## config.mk

```make
export PLATFORM = sky130hd
export DESIGN_NAME = circ_fifo
export DESIGN_NICKNAME = d
export VERILOG_FILES = /design/src/rtl/circ_fifo.sv
export SDC_FILE = /design/constraint.sdc
export NUM_CORES = 1
export LEC_CHECK = 0
export CORE_UTILIZATION = 50
export CTS_CLUSTER_DIAMETER = 50
export DETAILED_ROUTE_END_ITERATION = 12
export HOLD_SLACK_MARGIN = 0.08
export PLACE_DENSITY = 0.78
export SLEW_MARGIN = 5
export SYNTH_ARGS = -nofsm -noshare
export SYNTH_HDL_FRONTEND = slang
export SYNTH_SLANG_ARGS = --single-unit
```

## constraint.sdc

```tcl
create_clock -name clk -period 4.4 [get_ports clk]
set_input_delay 1.1 -clock clk [delete_from_list [all_inputs] [get_ports clk]]
set_output_delay 1.1 -clock clk [all_outputs]
set_load 0.02 [all_outputs]
```

## src/rtl/circ_fifo.sv

```systemverilog
// Single-clock circular FIFO with a registered read port, level flags and
// sticky overflow/underflow flags.
module circ_fifo #(
  parameter int WIDTH    = 8,
  parameter int DEPTH    = 16,
  parameter int AF_LEVEL = DEPTH - 2,
  parameter int AE_LEVEL = 2
) (
  input  logic                     clk,
  input  logic                     rst,
  input  logic                     wr_en,
  input  logic [WIDTH-1:0]         wr_data,
  input  logic                     rd_en,
  input  logic                     clr_err,
  output logic [WIDTH-1:0]         rd_data,
  output logic                     rd_valid,
  output logic                     full,
  output logic                     empty,
  output logic                     almost_full,
  output logic                     almost_empty,
  output logic [$clog2(DEPTH):0]   count,
  output logic                     overflow,
  output logic                     underflow
);

  localparam int AW = $clog2(DEPTH);
  localparam int PW = AW + 1;

  localparam logic [PW-1:0] DEPTH_C = PW'(DEPTH);
  localparam logic [PW-1:0] AF_C    = PW'(AF_LEVEL);
  localparam logic [PW-1:0] AE_C    = PW'(AE_LEVEL);

  // Handshake: an access request (wr_en / rd_en) is accepted on the edge
  // where it is high and the FIFO is not full / not empty respectively,
  // judged on the pre-edge count. rd_valid is high for exactly the one
  // cycle after an accepted read; there is no back-pressure on rd_data.

  logic [WIDTH-1:0] mem [DEPTH];
  logic [PW-1:0]    wr_ptr;
  logic [PW-1:0]    rd_ptr;

  logic             wr_accept;
  logic             rd_accept;
  logic             wr_reject;
  logic             rd_reject;

  // Pointer MSB is the wrap bit, so the difference is the occupancy and
  // distinguishes full (DEPTH) from empty (0).
  assign count        = wr_ptr - rd_ptr;
  assign full         = (count == DEPTH_C);
  assign empty        = (count == '0);
  assign almost_full  = (count >= AF_C);
  assign almost_empty = (count <= AE_C);

  assign wr_accept = wr_en && !full;
  assign rd_accept = rd_en && !empty;
  assign wr_reject = wr_en && full;
  assign rd_reject = rd_en && empty;

  // Storage is deliberately left out of reset; pointers alone define validity.
  always_ff @(posedge clk) begin
    if (!rst && wr_accept) begin
      mem[wr_ptr[AW-1:0]] <= wr_data;
    end
  end

  always_ff @(posedge clk) begin
    if (rst) begin
      wr_ptr <= '0;
      rd_ptr <= '0;
    end else begin
      if (wr_accept) wr_ptr <= wr_ptr + 1'b1;
      if (rd_accept) rd_ptr <= rd_ptr + 1'b1;
    end
  end

  always_ff @(posedge clk) begin
    if (rst) begin
      rd_data  <= '0;
      rd_valid <= 1'b0;
    end else begin
      rd_valid <= rd_accept;
      if (rd_accept) rd_data <= mem[rd_ptr[AW-1:0]];
    end
  end

  // A new error in the same cycle as clr_err keeps the flag set.
  always_ff @(posedge clk) begin
    if (rst) begin
      overflow  <= 1'b0;
      underflow <= 1'b0;
    end else begin
      if (wr_reject)    overflow <= 1'b1;
      else if (clr_err) overflow <= 1'b0;
      if (rd_reject)    underflow <= 1'b1;
      else if (clr_err) underflow <= 1'b0;
    end
  end

endmodule

```

# Yosys cells after proc, flatten, opt, wreduce, memory -nomap -nowiden
# Memory sizes are Yosys's and may differ from the RTL's. A register that Yosys moved wholly into a read port is not among the register bits.
# Index checks and enable logic that the tools add are counted.
totals:
  mem_bits_rw: 128
  out_inout_bits: 20
  in_bits: 13
  memories: 1
  elab_cells: 28
  reg_bits: 13
memory_table:
  columns: ["name", "depth", "word_bits", "read_ports", "rd_ports_with_merged_regs", "write_ports", "line_no", "source"]
  rows:
  - ["mem", 16, 8, 1, 1, 1, "38", "logic [WIDTH-1:0] mem [DEPTH];"]
classes:
  muxes: 5
  reduce_logical: 11
  eq_ne: 1
  magnitude_cmp: 2
  add_sub_neg: 3
ops:
  columns: ["op", "count"]
  rows:
  - ["$add A5 B1 Y5 const B", 2]
  - ["$eq A5 B5 Y1 const B", 1]
  - ["$ge A5 B4 Y1 const B", 1]
  - ["$le A5 B2 Y1 const B", 1]
  - ["$logic_and A1 B1 Y1", 5]
  - ["$logic_not A5 Y1", 1]
  - ["$mux W1", 5]
  - ["$sub A5 B5 Y5", 1]
  - ["$reduce_bool A2 Y1", 2]
  - ["$logic_not A1 Y1", 3]

# Depth between registers and ports, before layout
# Gate-level depths: netlist of the first run.
logic_depth:
  depth_word: 7
  mapped_depth: 11
  mapped_depth_nobuf: 9

# Worst setup path after synthesis of the first run
# Ideal clock, no wire load.
synth_path:
  path_type: "reg2out"
  startpoint: "reg wr_ptr[0]"
  endpoint: "out almost_empty"
  slack_ns: 0.693
  n_path_buf: 1
  path_stages_with_launch: 10
  required_time_ns: 3.300
  t_arrival_ns: 2.607
  cell_sequence: "dfxtp_1 -> inv_1 -> ha_1 -> fa_1 -> nand2b_1 -> a21oi_2 -> xor2_4 -> inv_6 -> buf_6 -> a2111oi_2"
synth_via:
  elab_chain_len: 2
synth_lines:
  columns: ["element", "line_no", "source"]
  rows:
  - ["from (decl)", "39", "logic [PW-1:0] wr_ptr;"]
  - ["from (signal assigned)", "72", "if (wr_accept) wr_ptr <= wr_ptr + 1'b1;"]
  - ["$sub A5 B5 Y5", "49", "assign count = wr_ptr - rd_ptr;"]
  - ["via count[4]", "21", "output logic [$clog2(DEPTH):0] count,"]
  - ["$le A5 B2 Y1", "53", "assign almost_empty = (count <= AE_C);"]
  - ["to (decl)", "20", "output logic almost_empty,"]
# The timed path passes the listed nets, and every way through them passes these cells.

# Worst setup path after layout of the first run
layout_path:
  startpoint: "reg wr_ptr[0]"
  endpoint: "out almost_full"
layout_via:
  elab_chain_len: 2
layout_lines:
  columns: ["element", "line_no", "source"]
  rows:
  - ["$sub A5 B5 Y5", "49", null]
  - ["$ge A5 B4 Y1", "52", "assign almost_full = (count >= AF_C);"]
  - ["to (decl)", "19", "output logic almost_full,"]
# Every way passes these cells.

==> results.json, run 1 <==
{
  "status": "completed",
  "hp-start": "rd_data[6]",
  "grt_use_total_pct": 21.48,
  "die_y_um": 116.1,
  "synthCells": 374,
  "grt_pass1_vias": 3670,
  "synth_area_leaders": "edfxtp_1 59%, mux4_1 7.7%, dfxtp_1 6.5%",
  "synthMuxAreaShare_pct": 14.10,
  "root_buffer": "clkbuf_16",
  "wl_per_cell_um": 21.26,
  "path_cells": "inv_1 > ha_1 > fa_1 > nand2b_1 > a21oi_4 > xor2_4 > inv_6 > a31o_2 > clkdlybuf4s50_1",
  "fmax_mhz": 237.4,
  "synth-async-reset-ratio_pct": 0,
  "port_buffers": 32,
  "drv_slew": 0,
  "drc_errors": 0,
  "grt_max_degree": 38,
  "rows": 41,
  "vias": 3598,
  "clock_sinks": 149,
  "die_area_um2": 13490,
  "area_delta_synth_final_pct": 17.13,
  "maxCapViolCount": 0,
  "powerDensity_nw_per_um2": 620.3,
  "worst_ep_required_time_ns": 3.30,
  "drt-initial-drc-count": 350,
  "post-place-ws_ns": 0.3872,
  "grt_pass1_wl_um": 20340,
  "start_util_pct": 51.41,
  "syn_area_per_cell_um2": 17.42,
  "power.leakage_uw": 0.002513,
  "rsz0062_at_grt": "no",
  "synth_adder_area_share_pct": 2.036,
  "relSlewSlack_pct": 50.63,
  "synth_flop_cell": "edfxtp_1",
  "post-cts-setup-buffers": 0,
  "vdd.ir_drop.worst_mv": 0.5284,
  "routed_wl_um": 12950,
  "path_max_fanout": 16,
  "finalSetupViolCount": 0,
  "ios": 33,
  "synth_top_family_by_area": "multiplexers",
  "nFillCells": 927,
  "post_synth_num_cell_types": 59,
  "synth_xor_area_share_pct": 1.056,
  "die_w_um": 116.1,
  "hold_violations": 0,
  "skew_ns": 0.006302,
  "cts_tree": "built",
  "final_design_area_no_fill_um2": 7630,
  "path_class": "register to primary output",
  "cp-startpoint": "wr_ptr[0]",
  "synth_seq_cells": 149,
  "synth-edff-count": 128,
  "worst-path-buf-inv": 3,
  "hold_path_class": "register to register",
  "clk_latency_ns": 0.42,
  "rr_worst_depth": 9,
  "end_kind": "primary output",
  "final_antenna_net_count": 0,
  "cp_data_arrival_time_ns": 3.11,
  "tns_ns": 0,
  "cts_buffer_depth": 2,
  "cp_slowest_stage_delay_ns": 0.53,
  "crit_slowest_cell": "clkdlybuf4s50_1",
  "synth-compound-area-share_pct": 6.012,
  "cp-start-kind": "register",
  "cts_buffers": 17,
  "place_hpwl_um": 8125,
  "worst-path-stages": 9,
  "clk_pin_slew_worst_paths_ns": 0.06,
  "hold_path_depth": 2,
  "synth_warnings": 0,
  "syn-num-nets": 397,
  "grt.overflow.total": 0,
  "cp_top_family": "buffers and inverters",
  "finalCritPeriodShare_pct": 95.73,
  "drive_gt1_share_pct": 21.74,
  "antenna_found_initial": 0,
  "netlist_area_um2": 6514,
  "setup_slack_ns": 0.1878,
  "yosys-top-cells-count": "128 x edfxtp_1, 29 x nor2_1, 21 x dfxtp_1, 19 x mux4_1, 16 x inv_1",
  "worst_pin_slew_ns": 0.7350,
  "min_period_ns": 4.212,
  "rr_startpoint": "wr_ptr[0]",
  "n_antenna_cell": 0,
  "ys_seq_area_share_pct": 65.46,
  "synth_top_area_share_pct": 59.01,
  "synth.largest_area_cell": "edfxtp_1",
  "fin_nets": 447,
  "place_area_um2": 7020,
  "synth.most_common_cell": "edfxtp_1",
  "core_area_um2": 12670,
  "dr.pass1.iters": 4,
  "viasPerCell": 5.908,
  "htree_num_levels": 4,
  "synthSimpleGateAreaFrac_pct": 6.992,
  "globalplace.congestion": 0.8641,
  "final_util_pct": 60.22
}
==> area by class of cell <==
cell class | instances | area, µm² | share of cell area [%]
Inverter | 17 | 68.82 | 0.9019
Timing Repair Buffer | 54 | 488.0 | 6.396
Sequential cell | 149 | 4265 | 55.90
Tap cell | 172 | 215.2 | 2.821
Multi-Input combinational cell | 185 | 1993 | 26.12
Clock inverter | 14 | 170.2 | 2.230
Clock buffer | 18 | 429.2 | 5.625
==> routing by layer <==
layer | track usage [%] | part of all wire (%)
met1 | 26.14 | 40
met2 | 35.16 | 51
met3 | 7.265 | 6.7
met4 | 9.316 | 1.9
met5 | 0 | 0
==> sequential cells by signal, indices dropped and copies added (netlist names) <==
register   flops
mem          128
rd_data        8
rd_ptr         5
wr_ptr         5
overflow       1
rd_valid       1
underflow      1
==> worst reg2reg max path: stages, from the launching register on <==
cell and delay (ns):
dfxtp_1 0.42, inv_1 0.13, ha_1 0.24, fa_1 0.42
xnor2_2 0.28, nor2_1 0.12, mux2i_1 0.28, buf_4 0.24
o21ai_4 0.17, nor4_4 0.67
==> kinds of logic after synthesis <==
logic type	Yosys count
simple gates	80
mux	44
xor+xnor	4
fa+ha+maj	10
buf+inv	40
flops	149
compound gates	47
==> through the flow <==
step                      hold slack (ns)  cells  total power (µW)
final                              0.4715    609              4733
after global routing               0.5293    609              4933
after CTS                          0.4722    609              4740
after detailed placement           0.4587    577              3298
after global placement             0.4654    577              3270
after floorplan                    0.5315    374              2912
==> placed cells by master, fill, tap and decap left out, drive strengths merged, types with 4 or more instances in the layout <==
master | Yosys | final
nor4 | 9 | 9
nor2b | 6 | 6
inv | 17 | 22
clkdlybuf4s50 | 0 | 31
ha | 9 | 9
o22ai | 13 | 13
nor2 | 29 | 29
nor4b | 4 | 4
edfxtp | 128 | 128
nand4 | 8 | 8
nor3 | 4 | 4
buf | 16 | 22
mux2i | 4 | 4
a21oi | 6 | 6
mux2 | 9 | 9
mux4 | 31 | 31
nand2 | 11 | 11
clkinv | 0 | 4
o311ai | 6 | 6
dfxtp | 21 | 21
clkbuf | 5 | 18
o211ai | 6 | 6
==> repair_timing <==
action / in CTS / in global routing
resized for setup: 1 / 2
hold buffers: 0 / 0
setup endpoints to repair: 1 / 1
==> final timing paths <==
kind	endpoint	slack, ns
max	almost_full	0.19
min	rd_data[6]	0.47
max reg2reg	mem[1][6]	1.05
min reg2reg	rd_data[6]	0.47
==> report_power, final <==
part	switching (µW)	internal (µW)	total (µW)
Clock	595	852	1450
Combinational	933	684	1620
Sequential	48.6	1620	1670
Total	1580	3160	4730
(Power assumes the default switching activity.)
==> run 2: changes to the inputs <==
--- a/config.mk
+++ b/config.mk
@@ -10,6 +10,7 @@
 export DETAILED_ROUTE_END_ITERATION = 12
 export HOLD_SLACK_MARGIN = 0.08
 export PLACE_DENSITY = 0.78
+export SKIP_LAST_GASP = 1
 export SLEW_MARGIN = 5
 export SYNTH_ARGS = -nofsm -noshare
 export SYNTH_HDL_FRONTEND = slang
==> run 2 against run 1 <==
Compared with the run above: clock skew increased by 0.0048 ns; sequential power is essentially flat; utilization decreased by 0.059 points; final area about the same; non-clock buffer count unchanged; routed wire length up 0.15%; total power barely moved; sequential share of layout area is 0.055 points higher; cell count did not move; setup slack got worse by 0.045 ns; flip-flop and latch count is the same; count of clock-buffer cells in the layout unchanged; largest cell class unchanged; largest power group unchanged.
==> results.json, run 2 (synthesized netlist as in run 1, its figures left out) <==
{
  "clk_pin_slew_worst_paths_ns": 0.06,
  "die_y_um": 116.1,
  "cts_tree": "built",
  "post-cts-setup-buffers": 0,
  "relSlewSlack_pct": 49.88,
  "root_buffer": "clkbuf_16",
  "antenna_found_initial": 0,
  "min_period_ns": 4.257,
  "worst_ep_required_time_ns": 3.30,
  "maxCapViolCount": 0,
  "final_common_cell": "edfxtp_1",
  "instances_no_fill": 609,
  "n_antenna_cell": 0,
  "hold_violations": 0,
  "vias": 3602,
  "reg2reg_to": "mem[1][6]",
  "start_util_pct": 51.41,
  "path_cells": "inv_1 > ha_1 > fa_1 > nand2b_1 > a21oi_2 > xor2_4 > inv_6 > a31o_2 > clkdlybuf4s50_1",
  "rr_worst_depth": 9,
  "globalplace.congestion": 0.8641,
  "path_max_fanout": 16,
  "endpoint": "almost_full",
  "final_antenna_net_count": 0,
  "worst_pin_slew_ns": 0.7462,
  "core_area_um2": 12670,
  "clock_sinks": 149,
  "ios": 33,
  "htree_num_levels": 4,
  "grt_use_total_pct": 21.48,
  "cp_data_arrival_time_ns": 3.16,
  "drv_slew": 0,
  "rows": 41,
  "path_class": "register to primary output",
  "cp-startpoint": "wr_ptr[0]",
  "port_buffers": 32,
  "drt-initial-drc-count": 359,
  "post-place-ws_ns": 0.3872,
  "finalSetupViolCount": 0,
  "final_util_pct": 60.16,
  "cp-start-kind": "register",
  "cts_buffer_depth": 2,
  "place_hpwl_um": 8125,
  "setup_slack_ns": 0.1429,
  "rr_startpoint": "wr_ptr[0]",
  "vdd.ir_drop.worst_mv": 0.5290,
  "power.leakage_uw": 0.002511,
  "largest_register_ffs": 128,
  "final_cell_mix": "128 x edfxtp_1, 31 x clkdlybuf4s50_1, 29 x nor2_1",
  "drive_gt1_share_pct": 21.74,
  "dp.cells": 577,
  "final_design_area_no_fill_um2": 7622,
  "skew_ns": 0.01115,
  "end_kind": "primary output",
  "cts_hold_buf": 0,
  "grt_pass1_wl_um": 20340,
  "cp_slowest_stage_delay_ns": 0.53,
  "grt.overflow.total": 0,
  "crit_slowest_cell": "clkdlybuf4s50_1",
  "nFillCells": 929,
  "viasPerCell": 5.915,
  "fin_nets": 447,
  "powerDensity_nw_per_um2": 620.3,
  "finalCritPeriodShare_pct": 96.75,
  "die_area_um2": 13490,
  "die_w_um": 116.1,
  "cts_buffers": 17,
  "rsz0062_at_grt": "yes",
  "area_delta_synth_final_pct": 17.02,
  "drc_errors": 0,
  "dr.pass1.iters": 5,
  "clk_latency_ns": 0.42,
  "fmax_mhz": 234.9,
  "grt_pass1_vias": 3670,
  "routed_wl_um": 12960,
  "wl_per_cell_um": 21.29,
  "grt_max_degree": 38,
  "reg2reg_setup_slack_ns": 1.02,
  "place_area_um2": 7020,
  "hold_path_class": "register to register",
  "status": "completed"
}
run 2: cell count changes in the layout (fill, tap and decap cells not counted):
cell     delta
a21oi_2     +1
a21oi_4     -1
run 2: cell type report:
| cell class | count | area (µm²) | share of cell area, % |
|---|---|---|---|
| flip-flops and latches | 149 | 4265 | 55.96 |
| clock buffers | 18 | 429.2 | 5.630 |
| multi-input cells | 185 | 1986 | 26.05 |
| well taps | 172 | 215.2 | 2.823 |
| clock inverters | 14 | 170.2 | 2.232 |
| inverters | 17 | 68.82 | 0.9028 |
| repair buffers | 54 | 488.0 | 6.402 |
run 2: timing repair:
action | in CTS | in global routing
resized for setup | 1 | 1
pin swaps | 0 | 0
setup endpoints to repair | 1 | 1
run 2: critical path, delay by kind of cell (launching register included):
family                     cells  cell delay [ns]
xor gates and xnor gates       1             0.23
buffers and inverters          3             0.77
adders and majority gates      2             0.66
AOI/OAI and AO/OA              2             0.45
DFF                            1             0.42
and+or+nand+nor                1             0.19
run 2: how the worst min path moves through the flow:
stage | from | endpoint | slack, ns | cells after the start
6_report | rd_data[6] | rd_data[6] | 0.47 | 2
3_3_place_gp | rd_data[6] | rd_data[6] | 0.47 | 2
4_1_cts | rd_data[6] | rd_data[6] | 0.47 | 2
3_5_place_dp | rd_data[6] | rd_data[6] | 0.46 | 2
5_1_grt | rd_data[0] | rd_data[0] | 0.53 | 2
2_1_floorplan | rd_data[0] | rd_data[0] | 0.53 | 2
run 2: through the flow:
step                total power, µW   TNS [ns]  hold WS (ns)
floorplan                      2912          0        0.5315
global placement               3270          0        0.4654
detailed placement             3298          0        0.4587
CTS                            4740          0        0.4722
global route                   4927  -0.001396        0.5293
finish                         4728          0        0.4714
run 2: metal layers:
layer  vias up  global-route usage (%)  part of all wire, %
met2       131                   35.16                   50
met3        21                   7.265                  7.3
met4         0                   9.316                  2.1
met1      1835                   26.14                   41
li1       1615                       -                    -
met5         -                       0                    0
run 2: report_power, final:
group          switching [µW]  internal (µW)
clock network             594            852
registers                48.4           1620
logic                     933            680
